`config.mk`:
```
export PLATFORM = sky130hd
export DESIGN_NAME = periodic_read_scheduler_flat
export DESIGN_NICKNAME = d
export VERILOG_FILES = /design/src/rtl/periodic_read_scheduler_if.sv /design/src/rtl/periodic_read_scheduler.sv /design/src/flat_wrapper.sv
export SDC_FILE = /design/constraint.sdc
export NUM_CORES = 1
export LEC_CHECK = 0
export CAP_MARGIN = 20
export CORE_AREA = 2 2 152 154
export DETAILED_ROUTE_END_ITERATION = 8
export DIE_AREA = 0 0 154 156
export PLACE_DENSITY = 0.72
export SLEW_MARGIN = 20
export SYNTH_ARGS = -nofsm -noshare
export SYNTH_HDL_FRONTEND = slang
export SYNTH_SLANG_ARGS = --single-unit
```
`constraint.sdc`:
```
create_clock -name clk -period 3.1 [get_ports clk]
set_input_delay 0.62 -clock clk [delete_from_list [all_inputs] [get_ports clk]]
set_output_delay 0.62 -clock clk [all_outputs]
set_load 0.01 [all_outputs]
```
`src/rtl/periodic_read_scheduler_if.sv`:
```
// rtl/periodic_read_scheduler_if.sv - periodic read injection handshake bundle
//
// Purpose: groups the scheduler-to-command-generator injection signals.
//   per_rd_req     scheduler -> banks   broadcast periodic read request
//   inject_select  scheduler -> banks   one-hot target bank
//   inject_open    scheduler -> banks   1 = open-row read, 0 = close read
//   inject_row     scheduler -> banks   row for an open-row read
//   per_rd_accept  banks -> scheduler   registered accept pulse per bank
// master: scheduler side.  slave: command generator side.
interface periodic_read_scheduler_if #(
  parameter int NUM_BANKS = 16,
  parameter int ROW_WIDTH = 18
);
  logic                 per_rd_req;
  logic [NUM_BANKS-1:0] inject_select;
  logic                 inject_open;
  logic [ROW_WIDTH-1:0] inject_row;
  logic [NUM_BANKS-1:0] per_rd_accept;

  modport master (
    output per_rd_req,
    output inject_select,
    output inject_open,
    output inject_row,
    input  per_rd_accept
  );

  modport slave (
    input  per_rd_req,
    input  inject_select,
    input  inject_open,
    input  inject_row,
    output per_rd_accept
  );
endinterface

```
`src/rtl/periodic_read_scheduler.sv`:
```
// rtl/periodic_read_scheduler.sv - periodic read injection sequencer
//
// Purpose: an interval timer triggers one periodic read at a time; banks are
// visited round-robin and each injection is a registered req/accept handshake.
// Ports:
//   clk, rst_n              clock, synchronous active-low reset
//   enable                  global enable for periodic reads
//   cfg_interval            cycles between injections, 0 = disabled
//   block_from_mc_refresh   freezes the interval countdown
//   bank_open_mask/row      per-bank open-row state (row slice b*ROW_WIDTH)
//   inj                     injection handshake (master modport)
//   sweep_done              pulse when the bank pointer wraps to 0
//   issued_count            saturating count of accepted injections
//   busy                    1 while not idle
//   timeout_err             timeout pulse (only with PER_RD_TIMEOUT_EN)
// Optional feature macro: PER_RD_TIMEOUT_EN
module periodic_read_scheduler #(
  parameter int NUM_BANKS      = 16,
  parameter int BANK_PTR_WIDTH = 4,
  parameter int ROW_WIDTH      = 18,
  parameter int INTERVAL_WIDTH = 16,
  parameter int CNT_WIDTH      = 16
`ifdef PER_RD_TIMEOUT_EN
  ,
  parameter int TIMEOUT_CYCLES = 255
`endif
) (
  input  logic                           clk,
  input  logic                           rst_n,
  input  logic                           enable,
  input  logic [INTERVAL_WIDTH-1:0]      cfg_interval,
  input  logic                           block_from_mc_refresh,
  input  logic [NUM_BANKS-1:0]           bank_open_mask,
  input  logic [NUM_BANKS*ROW_WIDTH-1:0] bank_open_row,
  periodic_read_scheduler_if.master      inj,
  output logic                           sweep_done,
  output logic [CNT_WIDTH-1:0]           issued_count,
  output logic                           busy
`ifdef PER_RD_TIMEOUT_EN
  ,
  output logic                           timeout_err
`endif
);

  localparam logic [1:0] S_IDLE      = 2'd0;
  localparam logic [1:0] S_COUNT     = 2'd1;
  localparam logic [1:0] S_REQ       = 2'd2;
  localparam logic [1:0] S_WAIT_DROP = 2'd3;

  logic [1:0]                state_q, state_d;
  logic [INTERVAL_WIDTH-1:0] cnt_q, cnt_d;
  logic [BANK_PTR_WIDTH-1:0] ptr_q, ptr_d;
  logic                      req_q, req_d;
  logic [NUM_BANKS-1:0]      sel_q, sel_d;
  logic                      open_q, open_d;
  logic [ROW_WIDTH-1:0]      row_q, row_d;
  logic                      sweep_q, sweep_d;
  logic [CNT_WIDTH-1:0]      issued_q, issued_d;
  logic                      busy_q, busy_d;

  logic arm;
  logic accept;
  logic timeout_hit;

  assign arm    = enable && (cfg_interval != '0);
  // Only the bank currently being served can complete the handshake.
  assign accept = inj.per_rd_accept[ptr_q];

`ifdef PER_RD_TIMEOUT_EN
  localparam int TO_W = $clog2(TIMEOUT_CYCLES + 1);
  logic [TO_W-1:0] to_q, to_d;
  logic            timeout_q, timeout_d;
  assign timeout_hit = (to_q == TO_W'(TIMEOUT_CYCLES - 1));
  assign timeout_err = timeout_q;
`else
  assign timeout_hit = 1'b0;
`endif

  always_comb begin
    state_d  = state_q;
    cnt_d    = cnt_q;
    ptr_d    = ptr_q;
    req_d    = req_q;
    sel_d    = sel_q;
    open_d   = open_q;
    row_d    = row_q;
    sweep_d  = 1'b0;
    issued_d = issued_q;
`ifdef PER_RD_TIMEOUT_EN
    to_d      = to_q;
    timeout_d = 1'b0;
`endif
    case (state_q)
      S_IDLE: begin
        if (arm) begin
          state_d = S_COUNT;
          cnt_d   = cfg_interval - INTERVAL_WIDTH'(1);
        end
      end
      S_COUNT: begin
        if (!arm) begin
          state_d = S_IDLE;
          cnt_d   = '0;
        end else if (!block_from_mc_refresh) begin
          if (cnt_q == '0) begin
            // Request fields are snapshotted here and held for the whole request.
            state_d = S_REQ;
            req_d   = 1'b1;
            sel_d   = NUM_BANKS'(1) << ptr_q;
            open_d  = bank_open_mask[ptr_q];
            row_d   = bank_open_mask[ptr_q] ?
                      bank_open_row[int'(ptr_q)*ROW_WIDTH +: ROW_WIDTH] : '0;
`ifdef PER_RD_TIMEOUT_EN
            to_d    = '0;
`endif
          end else begin
            cnt_d = cnt_q - INTERVAL_WIDTH'(1);
          end
        end
      end
      S_REQ: begin
        // Neither enable nor refresh withdraws an outstanding request.
        if (accept || timeout_hit) begin
          state_d = S_WAIT_DROP;
          req_d   = 1'b0;
          sel_d   = '0;
          ptr_d   = ptr_q + BANK_PTR_WIDTH'(1);
          sweep_d = (ptr_q == BANK_PTR_WIDTH'(NUM_BANKS - 1));
          if (accept) begin
            if (issued_q != '1) issued_d = issued_q + CNT_WIDTH'(1);
          end
`ifdef PER_RD_TIMEOUT_EN
          else begin
            timeout_d = 1'b1;
          end
`endif
        end
`ifdef PER_RD_TIMEOUT_EN
        else begin
          to_d = to_q + TO_W'(1);
        end
`endif
      end
      S_WAIT_DROP: begin
        // One guaranteed low cycle on per_rd_req before the next countdown.
        if (arm) begin
          state_d = S_COUNT;
          cnt_d   = cfg_interval - INTERVAL_WIDTH'(1);
        end else begin
          state_d = S_IDLE;
        end
      end
      default: state_d = S_IDLE;
    endcase
    busy_d = (state_d != S_IDLE);
  end

  always_ff @(posedge clk) begin
    if (!rst_n) begin
      state_q  <= S_IDLE;
      cnt_q    <= '0;
      ptr_q    <= '0;
      req_q    <= 1'b0;
      sel_q    <= '0;
      open_q   <= 1'b0;
      row_q    <= '0;
      sweep_q  <= 1'b0;
      issued_q <= '0;
      busy_q   <= 1'b0;
`ifdef PER_RD_TIMEOUT_EN
      to_q      <= '0;
      timeout_q <= 1'b0;
`endif
    end else begin
      state_q  <= state_d;
      cnt_q    <= cnt_d;
      ptr_q    <= ptr_d;
      req_q    <= req_d;
      sel_q    <= sel_d;
      open_q   <= open_d;
      row_q    <= row_d;
      sweep_q  <= sweep_d;
      issued_q <= issued_d;
      busy_q   <= busy_d;
`ifdef PER_RD_TIMEOUT_EN
      to_q      <= to_d;
      timeout_q <= timeout_d;
`endif
    end
  end

  assign inj.per_rd_req    = req_q;
  assign inj.inject_select = sel_q;
  assign inj.inject_open   = open_q;
  assign inj.inject_row    = row_q;
  assign sweep_done        = sweep_q;
  assign issued_count      = issued_q;
  assign busy              = busy_q;

endmodule

```
`src/flat_wrapper.sv`:
```
// flat-port wrapper written by rule: the top's interface ports become plain ports
module periodic_read_scheduler_flat 
#(
  parameter int NUM_BANKS      = 16,
  parameter int BANK_PTR_WIDTH = 4,
  parameter int ROW_WIDTH      = 18,
  parameter int INTERVAL_WIDTH = 16,
  parameter int CNT_WIDTH      = 16

)
  (clk, rst_n, enable, cfg_interval, block_from_mc_refresh, bank_open_mask, bank_open_row, sweep_done, issued_count, busy, inj_per_rd_req, inj_inject_select, inj_inject_open, inj_inject_row, inj_per_rd_accept);
  periodic_read_scheduler_if #(.NUM_BANKS(NUM_BANKS), .ROW_WIDTH(ROW_WIDTH)) inj_i ();
  input  logic clk;
  input  logic rst_n;
  input  logic enable;
  input  logic [INTERVAL_WIDTH-1:0] cfg_interval;
  input  logic block_from_mc_refresh;
  input  logic [NUM_BANKS-1:0] bank_open_mask;
  input  logic [NUM_BANKS*ROW_WIDTH-1:0] bank_open_row;
  output logic sweep_done;
  output logic [CNT_WIDTH-1:0] issued_count;
  output logic busy;
  output wire logic [$bits(inj_i.per_rd_req)-1:0] inj_per_rd_req;
  output wire logic [$bits(inj_i.inject_select)-1:0] inj_inject_select;
  output wire logic [$bits(inj_i.inject_open)-1:0] inj_inject_open;
  output wire logic [$bits(inj_i.inject_row)-1:0] inj_inject_row;
  input wire logic [$bits(inj_i.per_rd_accept)-1:0] inj_per_rd_accept;
  assign inj_per_rd_req = inj_i.per_rd_req;
  assign inj_inject_select = inj_i.inject_select;
  assign inj_inject_open = inj_i.inject_open;
  assign inj_inject_row = inj_i.inject_row;
  assign inj_i.per_rd_accept = inj_per_rd_accept;
  periodic_read_scheduler #(.NUM_BANKS(NUM_BANKS), .BANK_PTR_WIDTH(BANK_PTR_WIDTH), .ROW_WIDTH(ROW_WIDTH), .INTERVAL_WIDTH(INTERVAL_WIDTH), .CNT_WIDTH(CNT_WIDTH)) u_core (.clk(clk), .rst_n(rst_n), .enable(enable), .cfg_interval(cfg_interval), .block_from_mc_refresh(block_from_mc_refresh), .bank_open_mask(bank_open_mask), .bank_open_row(bank_open_row), .inj(inj_i), .sweep_done(sweep_done), .issued_count(issued_count), .busy(busy));
endmodule
```
Word level (Yosys, flattened, before mapping)
Index checks and enable logic that the tools add are counted.
{ "op_classes": {"bitwise": 1, "n_mul": 1, "n_addsub": 4, "n_lt_le_gt_ge": 1, "n_mux": 27, "eq_ne": 12, "n_shift": 2, "n_reduce_logical": 14} }
{ "ops": {"columns": ["cell", "count"], "rows": [
  ["variable part select 288 x 32 -> 18 bit", 1],
  ["two-way mux 16 bit", 8],
  ["one-hot mux 16 bit (2 select lines)", 2],
  ["subtractor 16 x 1 -> 16 bit, second input constant", 2],
  ["two-way mux 18 bit", 1],
  ["adder 16 x 1 -> 16 bit, second input constant", 1],
  ["zero test 16 bit", 1],
  ["inequality test 16 bit, second input constant", 1],
  ["nonzero test 16 bit", 1],
  ["left shift 1 x 4 -> 16 bit, first input constant", 1],
  ["two-way mux 2 bit", 5],
  ["binary-select mux 1 bit (select 4 bit)", 2],
  ["multiplier 4 x 4 -> 8 bit, second input constant", 1],
  ["inequality test 2 x 1 -> 1 bit, second input constant", 4],
  ["one-hot mux 2 bit (4 select lines)", 1],
  ["AND reduction 4 bit", 2],
  ["two-way mux 1 bit", 7],
  ["inequality test 3 bit, second input constant", 2],
  ["AND reduction 3 bit", 2],
  ["nonzero test 2 bit", 3],
  ["less-than comparator 4 x 5 -> 1 bit, second input constant", 1],
  ["AND reduction 5 bit", 1],
  ["adder 4 x 1 -> 4 bit, second input constant", 1],
  ["== test 2 bit, second input constant", 2],
  ["other kinds (9)", 9]
]} }
{ "word_totals": {"wordCells": 72, "register_bits": 76, "output_inout_bits": 54, "in_bits": 340} }

Logic depth before layout (Yosys ltp)
{ "depth": {"ltp_word": 6, "ltp_mapped": 10} }

Worst setup path after synthesis
No wires, ideal clock.
{ "synth_path": {"kind": "register -> register", "from": "reg u_core.cnt_q[0]", "to": "reg u_core.sel_q[13] (netlist: u_core.inj.inject_select[13])", "t_arrival_ns": 2.559, "setup_slack_ns": 0.418, "path_stages_with_launch": 10, "cell_sequence": "dfxtp_1 inv_1 ha_1 or3b_4 or4_4 or4_4 or2_4 a21oi_4 buf_6 o22ai_1"} }
{ "synth_between": {"elab_chain_len": 3} }
{ "synth_rtl": {"columns": ["element", "line", "text"], "rows": [
  ["start, declared", "periodic_read_scheduler.sv:51", "logic [INTERVAL_WIDTH-1:0] cnt_q, cnt_d;"],
  ["start signal, assigned", "periodic_read_scheduler.sv:176", "cnt_q <= cnt_d;"],
  ["zero test 16 bit", "periodic_read_scheduler.sv:105", "if (cnt_q == '0) begin"],
  ["inequality test 2 x 1 -> 1 bit (no source line)", null, null],
  ["AND reduction 5 bit (no source line)", null, null],
  ["end signal, assigned", "periodic_read_scheduler.sv:179", "sel_q <= sel_d;"],
  ["end, declared", "periodic_read_scheduler.sv:54", "logic [NUM_BANKS-1:0] sel_q, sel_d;"]
]} }
Every way passes these cells.
A chain may end at the register's enable or synchronous reset.

Worst setup path after layout
{ "layout_path": {"from": "reg u_core.cnt_q[0]", "to": "reg u_core.busy_q (netlist: u_core.busy)"} }
{ "layout_between": {"elab_chain_len": 6} }
{ "layout_rtl": {"columns": ["element", "line", "text"], "rows": [
  ["zero test 16 bit", "periodic_read_scheduler.sv:105", null],
  ["two-way mux 2 bit", "periodic_read_scheduler.sv:105", null],
  ["two-way mux 2 bit", "periodic_read_scheduler.sv:104", "end else if (!block_from_mc_refresh) begin"],
  ["two-way mux 2 bit", "periodic_read_scheduler.sv:101", "if (!arm) begin"],
  ["one-hot mux 2 bit (4 select lines)", "periodic_read_scheduler.sv:93", "case (state_q)"],
  ["nonzero test 2 bit", "periodic_read_scheduler.sv:155", "busy_d = (state_d != S_IDLE);"],
  ["end signal, assigned", "periodic_read_scheduler.sv:184", "busy_q <= busy_d;"],
  ["end, declared", "periodic_read_scheduler.sv:59", "logic busy_q, busy_d;"]
]} }
Every way passes these cells.

==> results <==
==> cells in the mapped netlist (2+ instances only) <==
cell type	n
sky130_fd_sc_hd__and4_1	2
sky130_fd_sc_hd__buf_2	11
sky130_fd_sc_hd__buf_1	6
sky130_fd_sc_hd__a31o_2	3
sky130_fd_sc_hd__ha_1	13
sky130_fd_sc_hd__mux2i_1	5
sky130_fd_sc_hd__nor3_1	19
sky130_fd_sc_hd__inv_1	29
sky130_fd_sc_hd__nor4b_1	4
sky130_fd_sc_hd__a21oi_1	17
sky130_fd_sc_hd__nand3_1	16
sky130_fd_sc_hd__dfxtp_1	76
sky130_fd_sc_hd__a32o_1	2
sky130_fd_sc_hd__a31oi_1	5
sky130_fd_sc_hd__nand2b_1	4
sky130_fd_sc_hd__clkbuf_1	28
sky130_fd_sc_hd__nand4_1	8
sky130_fd_sc_hd__clkinv_1	2
sky130_fd_sc_hd__a21o_1	2
sky130_fd_sc_hd__or4_4	2
sky130_fd_sc_hd__xnor2_1	16
sky130_fd_sc_hd__o2bb2ai_1	19
sky130_fd_sc_hd__o32ai_1	4
sky130_fd_sc_hd__and3_1	5
sky130_fd_sc_hd__mux4_2	98
sky130_fd_sc_hd__or3_1	4
sky130_fd_sc_hd__nor2_1	38
sky130_fd_sc_hd__o21ai_0	13
sky130_fd_sc_hd__nor4_1	12
sky130_fd_sc_hd__o41ai_1	3
sky130_fd_sc_hd__nand2_1	70
sky130_fd_sc_hd__and2_1	4
sky130_fd_sc_hd__o22ai_1	25
sky130_fd_sc_hd__o221ai_1	3
sky130_fd_sc_hd__or4_1	4
sky130_fd_sc_hd__nor3b_1	2
sky130_fd_sc_hd__a32oi_1	2
sky130_fd_sc_hd__xor2_1	10
==> what timing repair did <==
| item | 4_1_cts | 5_1_grt |
|---|---|---|
| gates resized for setup | 0 | 1 |
| hold endpoints to repair | 0 | 0 |
| buffers inserted | 0 | 0 |
| endpoints found under the setup margin | 0 | 3 |
==> state kept, by name (all words and copies together) (netlist names) <==
register                  flops
u_core.issued_count          16
u_core.inj.inject_select     16
u_core.inj.inject_open        1
u_core.ptr_q                  4
u_core.cnt_q                 16
u_core.sweep_done             1
u_core.inj.per_rd_req         1
u_core.inj.inject_row        18
u_core.state_q                2
u_core.busy                   1
==> cells by family (layout without fill, tap and decap cells) <==
| family | count (synthesis) | count (layout) | synth area share (%) |
|---|---|---|---|
| multiplexers | 103 | 103 | 36.1 |
| AND/OR/NAND/NOR | 202 | 202 | 16.1 |
| buffers and inverters | 77 | 477 | 4.96 |
| flip-flops | 76 | 76 | 24.3 |
| AO/OA/AOI/OAI | 108 | 108 | 12.2 |
| adder cells (fa/ha/maj) | 13 | 13 | 2.60 |
| XOR/XNOR | 26 | 26 | 3.64 |
| other | 0 | 10 | 0 |
==> metal layers <==
| layer | up-vias | routed length, um | track usage [%] |
|---|---|---|---|
| li1 | 3199 | - | - |
| met1 | 3384 | 12700 | 32.7 |
| met2 | 312 | 14600 | 38.8 |
| met3 | 35 | 2750 | 7.69 |
| met4 | 12 | 446 | 7.83 |
| met5 | - | 65 | 0 |
==> worst max-delay path: stages, from the launching register on <==
cell	delay [ns]
sky130_fd_sc_hd__dfxtp_1	0.33
sky130_fd_sc_hd__inv_1	0.08
sky130_fd_sc_hd__ha_1	0.18
sky130_fd_sc_hd__or3b_4	0.41
sky130_fd_sc_hd__or4_4	0.49
sky130_fd_sc_hd__or4_4	0.55
sky130_fd_sc_hd__a311oi_1	0.28
sky130_fd_sc_hd__o221ai_1	0.18
sky130_fd_sc_hd__or2_1	0.23
==> stage by stage <==
stage / setup slack, ns / std cells / total power [mW] / utilization, % / hold slack [ns]
floorplan: 0.418 / 605 / 2.63 / - / 0.437
global route: 0.0819 / 1296 / 5.03 / 49.2 / 0.477
CTS: 0.162 / 1290 / 4.73 / 49.1 / 0.469
global placement: 0.0646 / 1274 / 3.59 / 47.8 / 0.447
finish: 0.256 / 1300 / 4.73 / 49.3 / 0.470
detailed placement: 0.0592 / 1274 / 3.61 / 47.8 / 0.452
==> worst paths after layout <==
check / end / slack, ns / depth (start not counted)
worst max-delay path: u_core.busy / 0.26 / 8
worst min-delay path: u_core.inj.inject_row[0] / 0.47 / 1
worst max register to register: u_core.busy / 0.26 / 8
worst min register to register: u_core.inj.inject_row[0] / 0.47 / 1
==> area by class of cell <==
cell class	count	area (um^2)	area share (%)
sequential	76	1530	13.9
clock buffer	10	229	2.08
clock inverter	6	72.6	0.659
antenna	10	25.0	0.227
inverter	31	116	1.06
tap	285	357	3.24
multi-input combinational	452	4430	40.2
timing repair buffer	430	4260	38.7
==> power groups by stage <==
stage,clock network (mW),logic [mW],registers [mW]
floorplan,0,1.44,1.18
global placement,0,2.38,1.22
detailed placement,0,2.39,1.22
CTS,1.12,2.40,1.20
global route,1.16,2.64,1.22
finish,1.10,2.42,1.20
==> run metrics <==
Clk Tree Root Cell=sky130_fd_sc_hd__clkbuf_16; HPWL reported at the end of detailed placement=roughly 25 mm; clock skew after layout=roughly 0.006 ns; Pwr per Cell Area=~430 mW/mm^2; most common cell after layout, fill and taps aside=sky130_fd_sc_hd__clkdlybuf4s50_1; Final ANT Viol Nets=0; #FFs+latches synth=between 70 and 80; CP Launch Type=flip-flop; fillcell total=2042; count of cell types in the netlist=57; cell count after synthesis=roughly 610; initial antenna violation count=16; drt first-iter violations=~510; hold crit path type=flip-flop to flip-flop; clock slew seen by the registers of the worst setup and hold paths=approximately 0.070 ns; number of cell rows=55; placeable core region=~0.022 mm^2; starting utilization of the core area=between 20% and 30%; Overall Global Routing Usage=between 20% and 30%; number of buffers inserted by port buffering=393; number of I/O pins=about 400; required time of the critical path=3.33 ns; Data arrival, critical path=3.08 ns; drt first pass iters=8; setup repair after global routing missed its margin=no; via count of the first global-routing pass=6900; maximum level of the CTS H-tree=3; most frequently used flop master after synthesis=sky130_fd_sc_hd__dfxtp_1; pin count of the biggest net entering global routing=77; share of layout cells above drive strength 1=~16%; DR vias=between 6000 and 7000; Inserted Clock Buffers=9; Final Setup Violations=0; worst skew pair latency=around 0.34 ns; count of synthesis-stage warnings from yosys=0; status=finished with violations; relative contribution of the clock network to total power=23.3%; final wirelength=about 31 mm; source of the critical timing path=u_core.cnt_q[0]; post-route minimum period=roughly 2.8 ns; type of element capturing the critical path=flip-flop; start of the worst register-to-register path=u_core.cnt_q[0]; cell leakage power=roughly 3.7 nW; final cycle utilization of the critical path=91.7%; sequential cell area fraction in the yosys report=between 20% and 30%; maximum frequency from static timing analysis=about 350 MHz; largest fanout on the critical path=6; synthesized area per cell=just over 10 um^2; headroom to the max-slew limit=about 36%; Die X-Extent=roughly 150 um; worst voltage drop across the vdd grid=between 300 and 400 uV; transition time at the pin with the least slew margin=approximately 0.97 ns; die boundary height=around 160 um; clock net sink count=76; commonest cells after routing, fill and taps aside=393 x sky130_fd_sc_hd__clkdlybuf4s50_1, 98 x sky130_fd_sc_hd__mux4_2, 74 x sky130_fd_sc_hd__dfxtp_1; net switching power of the design=1.75 mW; final-layout setup total negative slack=0 ns; standard cell area after detailed placement=around 0.011 mm^2; wire length per cell=about 24 um; fraction of post-synthesis cell area in the top cell type by area=35.3%; P&R area growth vs syn=76.3%; net count after synthesis=~960; leftover overflow at the end of global routing=0; worst-case clock buffer depth=2; share of total power in sequential cells=roughly a quarter; async set-or-reset flop fraction in the synthesized netlist=0%; Vias/cell=5.34; area of the die=approximately 0.024 mm^2; number of max-slew violations in the final report=0; portion of total power attributed to combinational logic=between 50% and 60%; clock tree from TritonCTS=done; number of flops mapped to enable cells by yosys=0; violated checks=design-rule violations; startpoint of the tightest hold check path=u_core.inj.inject_row[0]; global-route wire length before repair=approximately 44 mm; fraction of power spent switching nets=a little under two fifths; class of the most critical setup path=flip-flop to flip-flop; total number of nets in the final design=about 1400; routability congestion estimate=approximately 0.86; main area contributors after synthesis=sky130_fd_sc_hd__mux4_2 35%, sky130_fd_sc_hd__dfxtp_1 24%, sky130_fd_sc_hd__nand2_1 4.2%; number of hold-repair buffers added at the cts stage=0; Final Hold Viols=0; post-synthesis instance area=0.00625 mm^2; cell-internal power=2.98 mW; Max-Cap Viols=0; Final Cell Area=0.0110 mm^2; dominant cell type by area after synthesis=sky130_fd_sc_hd__mux4_2; number of remaining DRC errors=2
No activity file was read; power rests on OpenSTA's default activity.
==> patch 1, RTL diff (config.mk and constraints unchanged) <==
`INTERVAL_WIDTH` is set to 16 in 2 places; all go to 18.
--- a/src/rtl/periodic_read_scheduler.sv
+++ b/src/rtl/periodic_read_scheduler.sv
@@ -18,7 +18,7 @@
   parameter int NUM_BANKS      = 16,
   parameter int BANK_PTR_WIDTH = 4,
   parameter int ROW_WIDTH      = 18,
-  parameter int INTERVAL_WIDTH = 16,
+  parameter int INTERVAL_WIDTH = 18,
   parameter int CNT_WIDTH      = 16
 `ifdef PER_RD_TIMEOUT_EN
   ,
--- a/src/flat_wrapper.sv
+++ b/src/flat_wrapper.sv
@@ -4,7 +4,7 @@
   parameter int NUM_BANKS      = 16,
   parameter int BANK_PTR_WIDTH = 4,
   parameter int ROW_WIDTH      = 18,
-  parameter int INTERVAL_WIDTH = 16,
+  parameter int INTERVAL_WIDTH = 18,
   parameter int CNT_WIDTH      = 16
 
 )
Ports: changed (resized cfg_interval); port bits go from 394 to 396. No check against the original RTL was run, so the function may have changed too.
==> patch 1 against the original RTL <==
Synthesized area increased by 3.7%; hold slack got worse by 2.1 ps; total power increased by 24%; setup slack improved by 38 ps; critical path depth increased by 2; routed wire length increased by 8.9%; count of clock-buffer cells in the layout unchanged; cell area increased by 3.0%; sequential cell count increased by 2; global-route usage increased by 1.7 points; highest routed layer unchanged.
==> patch 1: results (changes against the original RTL) <==
stage	metric	value	unit	change
sta	Peak Freq	356.4	MHz	+1.4%
logic_synthesis	library cells used by synthesis	62		+8.8%
grt	pin count of the biggest net entering global routing	41		-47%
grt	M1 GR Usage	34.95	%	+2.3 points
grt	global-route wire length before repair	46950	um	+7.7%
route	via count	7644		+10%
critical_path	Slowest-stage cell, CP	or4_1		
place	hpwl dp	27760	um	+9.1%
grt	GRT Max-Usage Layer	met2		
place	post-placement cell area	10990	sq um	+2.9%
place	port bufs	395		+0.51%
cts	setup bufs post-CTS	1		+1
outcome	outcome	finished clean		
cts	clk buf depth	2		unchanged
pwr	static leakage	3.852	nW	+2.9%
grt	met3 global-route usage	7.556	%	-0.14 points
sta	Fin Hold WS	467.8	ps	-2.110 ps
place	DP Cell Count	1349		+5.9%
route	Total Wirelength	33370	um	+8.9%
logic_synthesis	Ys Warns	0		unchanged
critical_path	CP peak stage delay	580	ps	+30 ps
place	worst-case setup slack after placement	-250.2	ps	-309.4 ps
critical_path	worst reg2reg setup slack	450	ps	+190 ps
cts	CTS clk-pin slew, worst paths	70	ps	about the same
grt	met2 GRT Util	42.90	%	+4.1 points
pwr	Peak supply drop	0.3375	mV	-3.1%
logic_synthesis	Mapped Nets	1028		+7.3%
place	gpl congestion	0.9379		+9.4%
sta	Clock Skew	4.930	ps	-0.9186 ps
layout	share of layout cells above drive strength 1	14.99	%	-1.2 points
logic_synthesis	Post-synth top cells	mux4_2, dfxtp_1, nand2_1, nor2_1, clkbuf_1		
grt	Total GRT Usage	26.48	%	+1.7 points
logic_synthesis	Synth area leaders	mux4_2, dfxtp_1, nand2_1		
layout	Finished Layout Cells	1372		+5.5%
sta	Slew Limit Headroom	52.38	%	+17 points
logic_synthesis	sequential area share after synthesis	24.09	%	-0.25 points
grt	vias in the first global route	7545		+9.3%
grt	initial antenna violation count	17		+1
route	drt initial violations	654		+27%
logic_synthesis	Mapped Avg Cell Area	9.645	sq um	-6.6%
critical_path	worst path arrival time	3040	ps	-40 ps
logic_synthesis	share of flip-flops with an asynchronous set or reset	0	%	unchanged
cts	CTS Root Cell	clkbuf_16		
route	Initial DRT Pass Iterations	5		-3
critical_path	worst-path fanout max	18		+12
patch 1: where the power goes:
part	internal [W]	leakage (nW)	switching [W]
Combinational	0.00170	3.06	0.00169
Sequential	0.00114	0.634	0.000158
Clock	0.000688	0.162	0.000478
patch 1: cell families after synthesis:
kind of cell / after synthesis / share of synthesized area, %
buffers and inverters: 68 / 4.286
multiplexers: 85 / 28.76
adder cells (fa/ha/maj): 14 / 2.703
AND/OR/NAND/NOR: 230 / 18.17
flip-flops: 78 / 24.09
AO/OA/AOI/OAI: 171 / 18.48
XOR/XNOR: 26 / 3.514
patch 1: per-layer routing:
metal | vias to the layer above | part of all wire, %
li1 | 3469 | -
met1 | 3697 | 41
met2 | 414 | 48
met3 | 52 | 9.5
met4 | 12 | 1.7
met5 | - | 0.19
patch 1: final timing paths:
path	from	endpoint	cells past startpoint
worst max register to register	u_core.ptr_q[1]	u_core.issued_count[7]	6
worst min-delay path	u_core.inj.inject_select[2]	u_core.inj.inject_select[2]	1
worst min register to register	u_core.inj.inject_select[2]	u_core.inj.inject_select[2]	1
worst max-delay path	cfg_interval[0]	u_core.inj.inject_row[12]	10
patch 1: cell type report:
| cell class | instances | area (sq um) |
|---|---|---|
| antenna | 6 | 15.01 |
| clock buffer | 10 | 250.2 |
| clock inverter | 6 | 75.07 |
| fill | 2049 | 11010 |
| inverter | 15 | 56.30 |
| multi-input combinational | 526 | 4642 |
| sequential | 78 | 1569 |
| tap | 285 | 356.6 |
| timing repair buffer | 446 | 4387 |
patch 1: critical path, delay by kind of cell:
kind	cells	cell delay, ps
buffers and inverters	3	700
adder cells (fa/ha/maj)	1	200
AND/OR/NAND/NOR	4	1080
AO/OA/AOI/OAI	2	420
==> patch 2, RTL diff (config.mk and constraints unchanged) <==
Made on the original files. Put one more register stage on the output `issued_count`, without a reset. The value now appears one clock later. The other outputs are not delayed to match.
--- a/src/rtl/periodic_read_scheduler.sv
+++ b/src/rtl/periodic_read_scheduler.sv
@@ -194,7 +194,9 @@
   assign inj.inject_open   = open_q;
   assign inj.inject_row    = row_q;
   assign sweep_done        = sweep_q;
-  assign issued_count      = issued_q;
+  always_ff @(posedge clk) begin
+    issued_count <= issued_q;
+  end
   assign busy              = busy_q;
 
 endmodule
Behaviour: not the same (Yosys sat finds a counterexample within 4 cycles, from zero or initial values and one cycle with rst_n low).
==> patch 2 against the original RTL <==
Maximum frequency fell by 4.8%; cell area grew 4.9%; largest cell class unchanged; synthesized area increased by 7.7%; sequential cell count is 16 higher; setup slack got worse by 140 ps; routed wire length fell by 2.8%; hold slack lost 89 ps.
Power is not compared: it rests on default switching activity, and its combinational part moved more than twofold at a synthesized area within 25%.
==> patch 2: results (changes against the original RTL) <==
stage	metric	value	unit	change
pwr	PnR Total Power	0.003532	W	
logic_synthesis	mux share of post-synthesis cell area	33.33	%	-2.8 points
grt	met2 GRT Util	40.25	%	+1.5 points
route	DR WL/cell	22.68	um	-3.7%
place	DP Cell Count	1290		+1.3%
cts	CTS resizes	1		+1
grt	vias in the first global route	7105		+3.0%
route	WL met2	14090	um	-3.8%
grt	met3 global-route usage	7.389	%	-0.31 points
cts	clk buf depth	2		unchanged
layout	fin nets	1369		+1.2%
logic_synthesis	sequential area share after synthesis	27.36	%	+3.0 points
sta	Slew @ Worst Pin	728.4	ps	-236.9 ps
logic_synthesis	Post-Synth Adder-Cell Area	2.416	%	-0.19 points
place	hpwl dp	24400	um	-4.1%
sta	Clock Skew	11.71	ps	+5.859 ps
route	Initial DRT Pass Iterations	5		-3
outcome	outcome	finished clean		
route	WL met1	11660	um	-8.4%
layout	share of layout cells above drive strength 1	18.41	%	+2.2 points
grt	M1 GR Usage	30.29	%	-2.4 points
place	worst-case setup slack after placement	-407.2	ps	-466.4 ps
route	WL met3	3069	um	+12%
route	via count	7218		+4.0%
logic_synthesis	library cells used by synthesis	67		+18%
logic_synthesis	XOR/XNOR Fraction of Synth Area	2.342	%	-1.3 points
grt	global-route wire length before repair	43930	um	+0.79%
grt	pin count of the biggest net entering global routing	57		-26%
route	drt initial violations	532		+3.5%
grt	Total GRT Usage	24.42	%	-0.33 points
critical_path	worst-path fanout max	13		+7
place	post-placement cell area	11220	sq um	+5.0%
grt	initial antenna violation count	11		-5
critical_path	worst path arrival time	3260	ps	+180 ps
pwr	static leakage	3.964	nW	
cts	latest clock arrival within the worst-skew pair	360	ps	+20 ps
## patch 2: cell types whose count changed after synthesis, moves of 6 or more
cell	delta
nand2_1	-35
o2bb2ai_1	+14
nand3_1	-7
or4_1	+8
o22ai_1	-22
a21oi_1	+13
dfxtp_1	+16
nor3_1	-8
o31ai_1	+7
xor2_1	-6
## patch 2: layout make-up
class	count	area, sq um	area share, %
inverter	33	123.9	1.072
timing repair buffer	439	4354	37.68
clock inverter	7	76.32	0.6605
clock buffer	9	225.2	1.949
sequential	92	1851	16.02
tap	285	356.6	3.086
antenna	6	15.01	0.1299
multi-input combinational	441	4553	39.40
## patch 2: worst paths after layout
check	from	end	slack, ps	cells past startpoint
max	cfg_interval[0]	u_core.cnt_q[14]	110	9
min	u_core.issued_q[9]	u_core.issued_count[9]	380	0
max reg2reg	u_core.cnt_q[1]	u_core.inj.inject_select[8]	210	8
min reg2reg	u_core.issued_q[9]	u_core.issued_count[9]	380	0
